File: src/rtl/imem_loader_if.sv
// -----------------------------------------------------------------------------
// imem_loader_if
// Groups the byte-stream handshake and the instruction-memory write port of
// the boot loader.
//   in_data    [7:0]  stream byte                  (source -> loader)
//   in_valid          in_data valid                (source -> loader)
//   in_ready          loader accepts a byte        (loader -> source)
//   imem_we           one-cycle write strobe       (loader -> memory)
//   imem_waddr [31:0] word-aligned byte address    (loader -> memory)
//   imem_wdata [31:0] word to write                (loader -> memory)
// The master side sources bytes and observes the writes. The slave side is
// the loader.
// -----------------------------------------------------------------------------
interface imem_loader_if;
  logic [7:0]  in_data;
  logic        in_valid;
  logic        in_ready;
  logic        imem_we;
  logic [31:0] imem_waddr;
  logic [31:0] imem_wdata;

  modport master (
    output in_data,
    output in_valid,
    input  in_ready,
    input  imem_we,
    input  imem_waddr,
    input  imem_wdata
  );

  modport slave (
    input  in_data,
    input  in_valid,
    output in_ready,
    output imem_we,
    output imem_waddr,
    output imem_wdata
  );
endinterface

File: src/rtl/imem_loader.sv
// -----------------------------------------------------------------------------
// imem_loader
// Boot-time program loader. It accepts a framed byte stream:
//   LEN_LO, LEN_HI (word count N), 4*N payload bytes (little endian), XOR csum
// Each completed word goes to instruction memory, and the core is held in reset
// until a frame completes with a matching checksum.
// Ports:
//   clk           system clock, rising edge
//   reset         asynchronous active-low reset
//   start         single-cycle pulse, honoured in IDLE/DONE/ERROR only
//   bus           stream handshake + instruction-memory write port (slave)
//   cpu_hold      core held in reset while high
//   load_done     frame loaded and checksum verified
//   load_err      00 none, 01 length > DEPTH, 10 checksum mismatch
//   words_loaded  number of write strobes since the last start
// Every output is driven straight from a flop.
// -----------------------------------------------------------------------------
module imem_loader #(
  parameter int unsigned DEPTH = 256
) (
  input  logic          clk,
  input  logic          reset,
  input  logic          start,
  imem_loader_if.slave  bus,
  output logic          cpu_hold,
  output logic          load_done,
  output logic [1:0]    load_err,
  output logic [15:0]   words_loaded
);

  typedef enum logic [2:0] {
    ST_IDLE   = 3'd0,
    ST_LEN_LO = 3'd1,
    ST_LEN_HI = 3'd2,
    ST_DATA   = 3'd3,
    ST_CSUM   = 3'd4,
    ST_DONE   = 3'd5,
    ST_ERROR  = 3'd6
  } state_t;

  localparam logic [15:0] DEPTH_W   = 16'(DEPTH);
  localparam logic [1:0]  ERR_NONE  = 2'b00;
  localparam logic [1:0]  ERR_LEN   = 2'b01;
  localparam logic [1:0]  ERR_CSUM  = 2'b10;

  // The stream is accepted only while a frame is being parsed.
  function automatic logic takes_bytes(input state_t s);
    logic r;
    case (s)
      ST_LEN_LO, ST_LEN_HI, ST_DATA, ST_CSUM: r = 1'b1;
      default:                                r = 1'b0;
    endcase
    return r;
  endfunction

  // Byte address of a word, which uses the same addressing as the fetch pc.
  function automatic logic [31:0] word_addr(input logic [15:0] idx);
    return {14'd0, idx, 2'b00};
  endfunction

  // State and datapath registers
  state_t       state_r,        state_d;
  logic [7:0]   len_lo_r,       len_lo_d;
  logic [15:0]  len_r,          len_d;
  logic [15:0]  word_idx_r,     word_idx_d;
  logic [1:0]   byte_idx_r,     byte_idx_d;
  logic [7:0]   xor_r,          xor_d;
  logic [23:0]  word_buf_r,     word_buf_d;

  // Output registers
  logic         in_ready_r,     in_ready_d;
  logic         we_r,           we_d;
  logic [31:0]  waddr_r,        waddr_d;
  logic [31:0]  wdata_r,        wdata_d;
  logic         cpu_hold_r,     cpu_hold_d;
  logic         load_done_r,    load_done_d;
  logic [1:0]   load_err_r,     load_err_d;
  logic [15:0]  words_loaded_r, words_loaded_d;

  logic         xfer_s;
  logic         start_ok_s;
  logic [15:0]  len_full_s;

  // in_ready_r mirrors the state, so a transfer never depends on in_valid
  // combinationally through the loader.
  assign xfer_s     = bus.in_valid & in_ready_r;
  assign start_ok_s = start & ((state_r == ST_IDLE) | (state_r == ST_DONE) |
                               (state_r == ST_ERROR));
  assign len_full_s = {bus.in_data, len_lo_r};

  // FSM state register
  always_ff @(posedge clk or negedge reset) begin
    if (!reset) begin
      state_r <= ST_IDLE;
    end else begin
      state_r <= state_d;
    end
  end

  // Next-state and next-register logic
  always_comb begin
    state_d        = state_r;
    len_lo_d       = len_lo_r;
    len_d          = len_r;
    word_idx_d     = word_idx_r;
    byte_idx_d     = byte_idx_r;
    xor_d          = xor_r;
    word_buf_d     = word_buf_r;
    we_d           = 1'b0;
    waddr_d        = waddr_r;
    wdata_d        = wdata_r;
    cpu_hold_d     = cpu_hold_r;
    load_done_d    = load_done_r;
    load_err_d     = load_err_r;
    words_loaded_d = words_loaded_r;

    if (start_ok_s) begin
      // A start that is accepted takes priority over a byte. in_ready is low
      // in these states, so the byte is not consumed.
      state_d        = ST_LEN_LO;
      word_idx_d     = 16'd0;
      byte_idx_d     = 2'd0;
      xor_d          = 8'd0;
      word_buf_d     = 24'd0;
      cpu_hold_d     = 1'b1;
      load_done_d    = 1'b0;
      load_err_d     = ERR_NONE;
      words_loaded_d = 16'd0;
    end else begin
      case (state_r)
        ST_LEN_LO: begin
          if (xfer_s) begin
            len_lo_d = bus.in_data;
            state_d  = ST_LEN_HI;
          end else begin
            state_d  = ST_LEN_LO;
          end
        end

        ST_LEN_HI: begin
          if (xfer_s) begin
            len_d = len_full_s;
            if (len_full_s > DEPTH_W) begin
              state_d    = ST_ERROR;
              load_err_d = ERR_LEN;
              cpu_hold_d = 1'b1;
            end else if (len_full_s == 16'd0) begin
              state_d = ST_CSUM;
            end else begin
              state_d = ST_DATA;
            end
          end else begin
            state_d = ST_LEN_HI;
          end
        end

        ST_DATA: begin
          if (xfer_s) begin
            xor_d      = xor_r ^ bus.in_data;
            byte_idx_d = byte_idx_r + 2'd1;
            case (byte_idx_r)
              2'd0: word_buf_d[7:0]   = bus.in_data;
              2'd1: word_buf_d[15:8]  = bus.in_data;
              2'd2: word_buf_d[23:16] = bus.in_data;
              2'd3: begin
                // The 4th byte completes the word. The strobe appears on the
                // next cycle, together with the address and data.
                we_d           = 1'b1;
                wdata_d        = {bus.in_data, word_buf_r};
                waddr_d        = word_addr(word_idx_r);
                word_idx_d     = word_idx_r + 16'd1;
                words_loaded_d = words_loaded_r + 16'd1;
                if (word_idx_r == (len_r - 16'd1)) begin
                  state_d = ST_CSUM;
                end else begin
                  state_d = ST_DATA;
                end
              end
              default: word_buf_d = word_buf_r;
            endcase
          end else begin
            state_d = ST_DATA;
          end
        end

        ST_CSUM: begin
          if (xfer_s) begin
            if (bus.in_data == xor_r) begin
              state_d     = ST_DONE;
              load_done_d = 1'b1;
              cpu_hold_d  = 1'b0;
            end else begin
              state_d     = ST_ERROR;
              load_err_d  = ERR_CSUM;
              cpu_hold_d  = 1'b1;
            end
          end else begin
            state_d = ST_CSUM;
          end
        end

        ST_IDLE, ST_DONE, ST_ERROR: begin
          state_d = state_r;
        end

        default: begin
          // Unreachable encodings recover to a safe, held state.
          state_d     = ST_IDLE;
          cpu_hold_d  = 1'b1;
          load_done_d = 1'b0;
        end
      endcase
    end

    in_ready_d = takes_bytes(state_d);
  end

  // Datapath and output registers
  always_ff @(posedge clk or negedge reset) begin
    if (!reset) begin
      len_lo_r       <= 8'd0;
      len_r          <= 16'd0;
      word_idx_r     <= 16'd0;
      byte_idx_r     <= 2'd0;
      xor_r          <= 8'd0;
      word_buf_r     <= 24'd0;
      in_ready_r     <= 1'b0;
      we_r           <= 1'b0;
      waddr_r        <= 32'd0;
      wdata_r        <= 32'd0;
      cpu_hold_r     <= 1'b1;
      load_done_r    <= 1'b0;
      load_err_r     <= ERR_NONE;
      words_loaded_r <= 16'd0;
    end else begin
      len_lo_r       <= len_lo_d;
      len_r          <= len_d;
      word_idx_r     <= word_idx_d;
      byte_idx_r     <= byte_idx_d;
      xor_r          <= xor_d;
      word_buf_r     <= word_buf_d;
      in_ready_r     <= in_ready_d;
      we_r           <= we_d;
      waddr_r        <= waddr_d;
      wdata_r        <= wdata_d;
      cpu_hold_r     <= cpu_hold_d;
      load_done_r    <= load_done_d;
      load_err_r     <= load_err_d;
      words_loaded_r <= words_loaded_d;
    end
  end

  assign bus.in_ready   = in_ready_r;
  assign bus.imem_we    = we_r;
  assign bus.imem_waddr = waddr_r;
  assign bus.imem_wdata = wdata_r;
  assign cpu_hold       = cpu_hold_r;
  assign load_done      = load_done_r;
  assign load_err       = load_err_r;
  assign words_loaded   = words_loaded_r;

endmodule
File: src/flat_wrapper.sv
// flat-port wrapper written by rule: the top's interface ports become plain ports
module imem_loader_flat 
#(
  parameter int unsigned DEPTH = 256
)
  (clk, reset, start, cpu_hold, load_done, load_err, words_loaded, bus_in_data, bus_in_valid, bus_in_ready, bus_imem_we, bus_imem_waddr, bus_imem_wdata);
  imem_loader_if bus_i ();
  input  logic clk;
  input  logic reset;
  input  logic start;
  output logic cpu_hold;
  output logic load_done;
  output logic [1:0] load_err;
  output logic [15:0] words_loaded;
  input wire logic [$bits(bus_i.in_data)-1:0] bus_in_data;
  input wire logic [$bits(bus_i.in_valid)-1:0] bus_in_valid;
  output wire logic [$bits(bus_i.in_ready)-1:0] bus_in_ready;
  output wire logic [$bits(bus_i.imem_we)-1:0] bus_imem_we;
  output wire logic [$bits(bus_i.imem_waddr)-1:0] bus_imem_waddr;
  output wire logic [$bits(bus_i.imem_wdata)-1:0] bus_imem_wdata;
  assign bus_i.in_data = bus_in_data;
  assign bus_i.in_valid = bus_in_valid;
  assign bus_in_ready = bus_i.in_ready;
  assign bus_imem_we = bus_i.imem_we;
  assign bus_imem_waddr = bus_i.imem_waddr;
  assign bus_imem_wdata = bus_i.imem_wdata;
  imem_loader #(.DEPTH(DEPTH)) u_core (.clk(clk), .reset(reset), .start(start), .bus(bus_i), .cpu_hold(cpu_hold), .load_done(load_done), .load_err(load_err), .words_loaded(words_loaded));
endmodule
File: config.mk
export PLATFORM = sky130hd
export DESIGN_NAME = imem_loader_flat
export DESIGN_NICKNAME = d
export VERILOG_FILES = /design/src/rtl/imem_loader_if.sv /design/src/rtl/imem_loader.sv /design/src/flat_wrapper.sv
export SDC_FILE = /design/constraint.sdc
export NUM_CORES = 1
export LEC_CHECK = 0
export ABC_AREA = 1
export CAP_MARGIN = 10
export CORE_ASPECT_RATIO = 0.9
export CORE_MARGIN = 5
export CORE_UTILIZATION = 50
export CTS_BUF_LIST = sky130_fd_sc_hd__clkbuf_2
export CTS_CLUSTER_SIZE = 12
export DETAILED_ROUTE_END_ITERATION = 6
export DONT_BUFFER_PORTS = 1
export GPL_ROUTABILITY_DRIVEN = 1
export GPL_TIMING_DRIVEN = 1
export PLACE_DENSITY = 0.66
export SLEW_MARGIN = 5
export SYNTH_ARGS = -nofsm -noshare
export SYNTH_HDL_FRONTEND = slang
export SYNTH_SLANG_ARGS = --single-unit
export TNS_END_PERCENT = 20
File: constraint.sdc
create_clock -name clk -period 4.8 [get_ports clk]
set_input_delay 0 -clock clk [delete_from_list [all_inputs] [get_ports clk]]
set_output_delay 0 -clock clk [all_outputs]
set_load 0.1 [all_outputs]
==> results of run 1 <==
[routing by layer]
metal | routed length (um) | share of wire, % | vias up | global-route usage (%)
li1 | - | - | 2688 | -
met1 | 7300 | 45 | 2583 | 26.1
met2 | 7230 | 45 | 175 | 31.2
met3 | 1360 | 8.5 | 30 | 7.46
met4 | 228 | 1.4 | 0 | 6.62
met5 | 0 | 0 | - | 0
[Yosys cell counts (all sizes together)]
cell,count,share of area (%)
nand2,246,13
dfrtp,146,52
o21ai,100,7.2
inv,87,4.7
nor2,73,4.5
nand3,30,2.3
buf,27,2.6
a21oi,24,1.9
nor3,22,1.8
xor2,20,2.5
clkbuf,13,0.70
a22oi,9,0.97
ha,7,1.3
nand4,6,0.54
xnor2,6,0.75
o21bai,5,0.54
nor4,3,0.36
a31oi,2,0.18
nand3b,2,0.27
nor3b,2,0.21
o22ai,2,0.18
and2,1,0.089
conb,1,0.054
dfstp,1,0.38
o21a,1,0.11
o21ba,1,0.14
o31ai,1,0.11
or2,1,0.089
[cell type report]
| cell class | instances | area share, % |
|---|---|---|
| clock buffer | 18 | 1.21 |
| clock inverter | 14 | 1.84 |
| inverter | 87 | 4.38 |
| multi-input combinational | 580 | 37.7 |
| sequential | 147 | 49.3 |
| tap | 172 | 2.88 |
| timing repair buffer | 17 | 2.65 |
[flip-flops by register name, indices dropped and copies added, names as in the netlist]
register,flops
u_core.xor_r,8
u_core.load_done,1
u_core.len_r,16
u_core.len_lo_r,8
u_core.byte_idx_r,2
u_core.word_idx_r,16
u_core.bus.imem_we,1
u_core.bus.imem_wdata,32
u_core.state_r,3
u_core.load_err,2
u_core.words_loaded,16
u_core.bus.in_ready,1
u_core.bus.imem_waddr,16
u_core.word_buf_r,24
u_core.cpu_hold,1
[per-stage QoR]
step           util [%]  std cells  worst slack [ps]  total power [mW]
3_5_place_dp       51.0        989              1910              3.09
4_1_cts            53.9       1035              1910              3.82
6_report           53.9       1035              1890              3.80
5_1_grt            53.9       1035              1650              4.09
2_1_floorplan         -        854              2260              2.84
3_3_place_gp       51.0        989              2050              3.05
[placed cells by master, fill, tap and decap left out, drive strengths merged, types with 4 or more instances in the layout]
master / count
xnor2: 6
a22oi: 9
clkinv: 6
nand3: 30
nand4: 6
nor2: 73
clkinvlp: 4
o21bai: 5
nor3: 22
dfrtp: 146
nand2: 246
xor2: 20
clkbuf: 18
a21oi: 24
buf: 5
dlygate4sd3: 12
ha: 7
conb: 16
inv: 89
o21ai: 100
[worst max-delay path: stages (launching register included)]
cell	delay, ps
dfrtp_1	360
buf_4	290
nand2_1	220
inv_1	210
nand2_2	140
nor2_8	510
inv_2	450
buf_4	360
nand2_1	110
o21ai_0	120
[power groups by stage]
stage | clock, mW | combinational [mW] | sequential (mW)
3_5_place_dp | 0 | 1.19 | 1.90
6_report | 0.684 | 1.24 | 1.88
4_1_cts | 0.707 | 1.24 | 1.88
2_1_floorplan | 0 | 0.968 | 1.87
5_1_grt | 0.760 | 1.42 | 1.92
3_3_place_gp | 0 | 1.16 | 1.89
[how the worst max path moves through the flow]
stage                         from                        end  slack [ps]  cells past startpoint
2_1_floorplan  u_core.bus.in_ready    u_core.words_loaded[11]        2260                     11
3_3_place_gp   u_core.bus.in_ready  u_core.bus.imem_wdata[24]        2050                      9
3_5_place_dp   u_core.bus.in_ready  u_core.bus.imem_wdata[26]        1910                      9
4_1_cts        u_core.bus.in_ready  u_core.bus.imem_wdata[25]        1910                      9
5_1_grt        u_core.bus.in_ready    u_core.words_loaded[14]        1650                     10
6_report       u_core.bus.in_ready  u_core.bus.imem_wdata[26]        1890                      9
[repair_timing]
action	4_1_cts	5_1_grt
buffers inserted	0	0
endpoints found under the hold margin	229	0
hold buffers	14	0
[kinds of logic after synthesis]
group                      after synthesis  synth area share, %
and+or+nand+nor                        386                 23.6
DFF                                    147                 52.6
AOI/OAI and AO/OA                      145                 11.2
buffers and inverters                  127                 8.01
xor gates and xnor gates                26                 3.25
adders and majority gates                7                 1.25
other                                    1               0.0536
==> impl_results.md, run 1 <==
- Clock-pin slew on the worst setup and hold paths: 210 ps
- Worst-Margin Slew: 1020 ps
- Critical path data required time: 5390 ps
- Global Route Usage Sum: 20.0%
- Reg2Reg Depth: 9
- P&R area growth vs syn: 6.61%
- RSZ-0062 raised after global routing: false
- Core box area: 0.0139 mm2
- Final wirelength: 16100 um
- Fin area: 0.00746 mm2
- Hold depth: 3
- Placer congestion estimate: 0.854
- Yosys reg bits: 147
- Input/output buffers: 0
- Clock root cell: clkbuf_2
- Post-Synthesis Cells: 839
- Crit start category: flop
- Sequential power share: 49.5%
- Syn_area_per_cell: 8.34 um2
- Critical path start-end classification: flop to flop
- Worst r2r dst: u_core.bus.imem_wdata[26]
- Fmax: 343 MHz
- Tmin final: 2910 ps
- Post-synthesis sequential area ratio: 52.6%
- Total congestion overflow: 0
- Reg2reg start: u_core.bus.in_ready
- Register-to-register setup slack: 1890 ps
- Antenna Cells: 0
- Final hold violation count: 0
- Setup violations, final: 0
- Pwr dens: 509 mW/mm2
- Placed inst area: 0.00706 mm2
- Fin. max-slew vios: 0
- Worst setup EP type: flop
- Crit path DAT: 3500 ps
- TritonCTS clock tree: done
- Slew margin rel.: 32.0%
- DIE AREA: 0.0165 mm2
- Pint: 2.13 mW
- Die Width: 135 um
- Final setup TNS: 0 ps
- Switch share: 44.0%
- Library cells used by synthesis: 43
- Yosys warns: 0
- Ports: 98
- Vias per cell: 5.29
- Detail Placement HPWL: 11200 um
- Vias in the first global route: 5359
- Clock latency on the worst-skew pair: 700 ps
- Clk sinks: 147
- DRC violations left: 0
- Clock power share: 18.0%
- Net Sw Power: 1.67 mW
- Antenna violations before repair: 0
- First DRT Iteration DRCs: 439
- Post-route ant nets: 0
- Vias post-DR: 5476
- H-tree levels: 4
- Proportion of power drawn by combinational gates: 32.5%
- Max-cap violations: 0
- Worst hold margin: 167 ps
- Initial Util: 50.5%
- Post-CTS sizing: 0
- Nets: 869
- CP max FO: 44
- Largest net degree at the start of global routing: 147
- Wirelength per Cell: 15.6 um
- Share of cells above drive strength 1: 7.53%
- Hold endpoint: u_core.len_r[15]
- 1st-pass router iterations: 5
- Status: complete, no violations
- Fillers: 1275
- # rows: 41
- Peak supply drop: 0.475 mV
- Register area: 0.00368 mm2
- Fin crit share: 60.7%
- Hold Crit Class: input pin to flop
- Chip height: 122 um
- Leak pwr: 3.77 nW
- TritonCTS Buffers: 17
- Clock skew: 31.2 ps
- Min-Delay Startpoint: bus_in_data[7]
- Mapped cell area: 0.00700 mm2
- First-pass GRT wire length: 26200 um
- Multi-input logic area: 0.00282 mm2
- Max clock buf depth: 2
Note: power is estimated with default switching activity, not from simulation.
==> run 2: changes to the inputs <==
--- a/config.mk
+++ b/config.mk
@@ -16,7 +16,7 @@
 export DONT_BUFFER_PORTS = 1
 export GPL_ROUTABILITY_DRIVEN = 1
 export GPL_TIMING_DRIVEN = 1
-export PLACE_DENSITY = 0.66
+export PLACE_DENSITY = 0.69
 export SLEW_MARGIN = 5
 export SYNTH_ARGS = -nofsm -noshare
 export SYNTH_HDL_FRONTEND = slang
==> constraint.sdc (replaced) <==
create_clock -name clk -period 2.6 [get_ports clk]
set_input_delay 0 -clock clk [delete_from_list [all_inputs] [get_ports clk]]
set_output_delay 0 -clock clk [all_outputs]
set_load 0.1 [all_outputs]
==> impl_results.md, run 2 (synthesized netlist as in run 1, its figures left out) <==
- Status: complete, but fails checks
- Failing checks: hold timing
- Antenna violations before repair: 0
- CP max FO: 24
- Peak supply drop: 0.620 mV
- Clock-pin slew on the worst setup and hold paths: 220 ps
- Most common cell after layout, fill and taps aside: nand2_1
- TritonCTS clock tree: done
- First-pass GRT wire length: 26000 um
- DRC violations left: 0
- TritonCTS Buffers: 17
- Final wirelength: 15700 um
- Pwr dens: 884 mW/mm2
- P&R area growth vs syn: 13.3%
- Worst hold margin: -1060 ps
- RSZ-0062 raised after global routing: false
- Global Route Usage Sum: 20.0%
- Detail Placement HPWL: 11200 um
- Cts hold-fix bufs: 11
- Vias per cell: 5.06
- Max FFs per register: 32
- H-tree levels: 4
- Critical path depth: 9
- Slew margin rel.: 41.0%
- Fin crit share: 92.1%
- Chip height: 122 um
- CP max stage delay: 560 ps
- Crit path DAT: 3080 ps
- Final setup TNS: 0 ps
- Input/output buffers: 0
- Reg2Reg Depth: 9
- Setup violations, final: 0
- Hold Crit Class: input pin to asynchronous set/reset pin
- Max-cap violations: 0
- Post-CTS Setup Repair Bufs: 0
- Crit path max-delay family: buffers and inverters
- Most frequent cells in the layout: 241 x nand2_1, 146 x dfrtp_1, 96 x o21ai_0
- Clock root cell: clkbuf_2
- Max clock buf depth: 2
- Vias in the first global route: 5278
- Vias post-DR: 5579
- Worst setup EP type: flop
- Finished Layout Cells: 1102
- Crit path max-delay cell type: dlygate4sd3_1
- 1st-pass router iterations: 5
- # rows: 41
- Leak pwr: 4.13 nW
- DIE AREA: 0.0165 mm2
- Largest net degree at the start of global routing: 148
- Clock latency on the worst-skew pair: 720 ps
- Fmax: 418 MHz
- First DRT Iteration DRCs: 336
- Clk sinks: 147
- Fillers: 1312
- Crit start category: flop
- Placer congestion estimate: 0.868
- Nets: 937
- Antenna Cells: 0
- Share of cells above drive strength 1: 14.2%
- Multi-input logic area: 0.00283 mm2
- Ports: 98
- Final hold violation count: 147
- Total congestion overflow: 0
- Critical path data required time: 3290 ps
- Initial Util: 50.5%
- Die Width: 135 um
- Critical path start-end classification: flop to flop
- Wirelength per Cell: 14.3 um
- Clock skew: 40.4 ps
- CP Cell Sequence: inv_1, nor2_1, nor3_1, o21bai_1, nor2_4, inv_4, nand2_1, o21ai_0, dlygate4sd3_1
- Placed Cells: 1060
- Worst-Margin Slew: 886 ps
- Tmin final: 2390 ps
- Buf/Inv on CP: 3
- Fin. max-slew vios: 0
- Register area: 0.00368 mm2
- Core box area: 0.0139 mm2
- Post-route ant nets: 0
==> run 2: cell count changes in the layout (fill, tap and decap cells not counted), moves of 2 or more <==
cell,delta
clkinvlp_4,-2
buf_16,-2
inv_6,-2
buf_4,+71
clkinv_1,+2
==> run 2: final cells by class <==
class	instances	share of cell area, %
Timing Repair Buffer	85	8.39
Tap cell	172	2.71
Clock buffer	19	1.20
Clock inverter	12	1.47
Inverter	87	4.15
Multi-Input combinational cell	580	35.7
Sequential cell	147	46.4
==> run 2: metrics by stage <==
step	worst slack, ps	util, %	instance area (um2)	total power [mW]
after floorplan	59.4	-	7060	5.24
after global placement	391	54.8	7590	5.69
after detailed placement	293	54.8	7590	5.76
after CTS	34.3	57.1	7910	7.00
after global routing	26.8	57.3	7930	7.54
final	206	57.3	7930	7.01
==> run 2: worst register-to-register path, delay by kind of cell (launching register included) <==
family          cells  cell delay, ps
flops               1             450
simple gates        4             590
compound gates      2             390
buf+inv             3             920
==> run 2: layer usage <==
metal	vias to the layer above	GRT usage, %	share of wire [%]
li1	2821	-	-
met1	2606	27.8	48
met3	25	6.72	7.6
met2	127	29.8	43
met4	0	5.98	1.4
met5	-	0	0
==> run 2: worst paths after layout <==
path	from	end	slack [ps]
min in group clk	bus_in_data[6]	u_core.word_buf_r[14]	140
min	reset	u_core.xor_r[5]	-1060
max reg2reg	u_core.state_r[1]	u_core.word_buf_r[9]	210
max	u_core.state_r[1]	u_core.word_buf_r[9]	210
max in group asynchronous	reset	u_core.cpu_hold	3410
min reg2reg	u_core.bus.imem_wdata[13]	u_core.bus.imem_wdata[13]	500
==> run 2: where the power goes <==
part / switching, mW / internal, mW / leakage, nW / total, mW
registers: 0.374 / 2.77 / 1.97 / 3.14
clock network: 0.782 / 0.427 / 0.127 / 1.21
logic: 1.85 / 0.803 / 2.03 / 2.66
==> run 2: what timing repair did <==
action,4_1_cts,5_1_grt
hold endpoints to repair,239,147
endpoints found under the setup margin,0,2
gates resized for setup,0,5
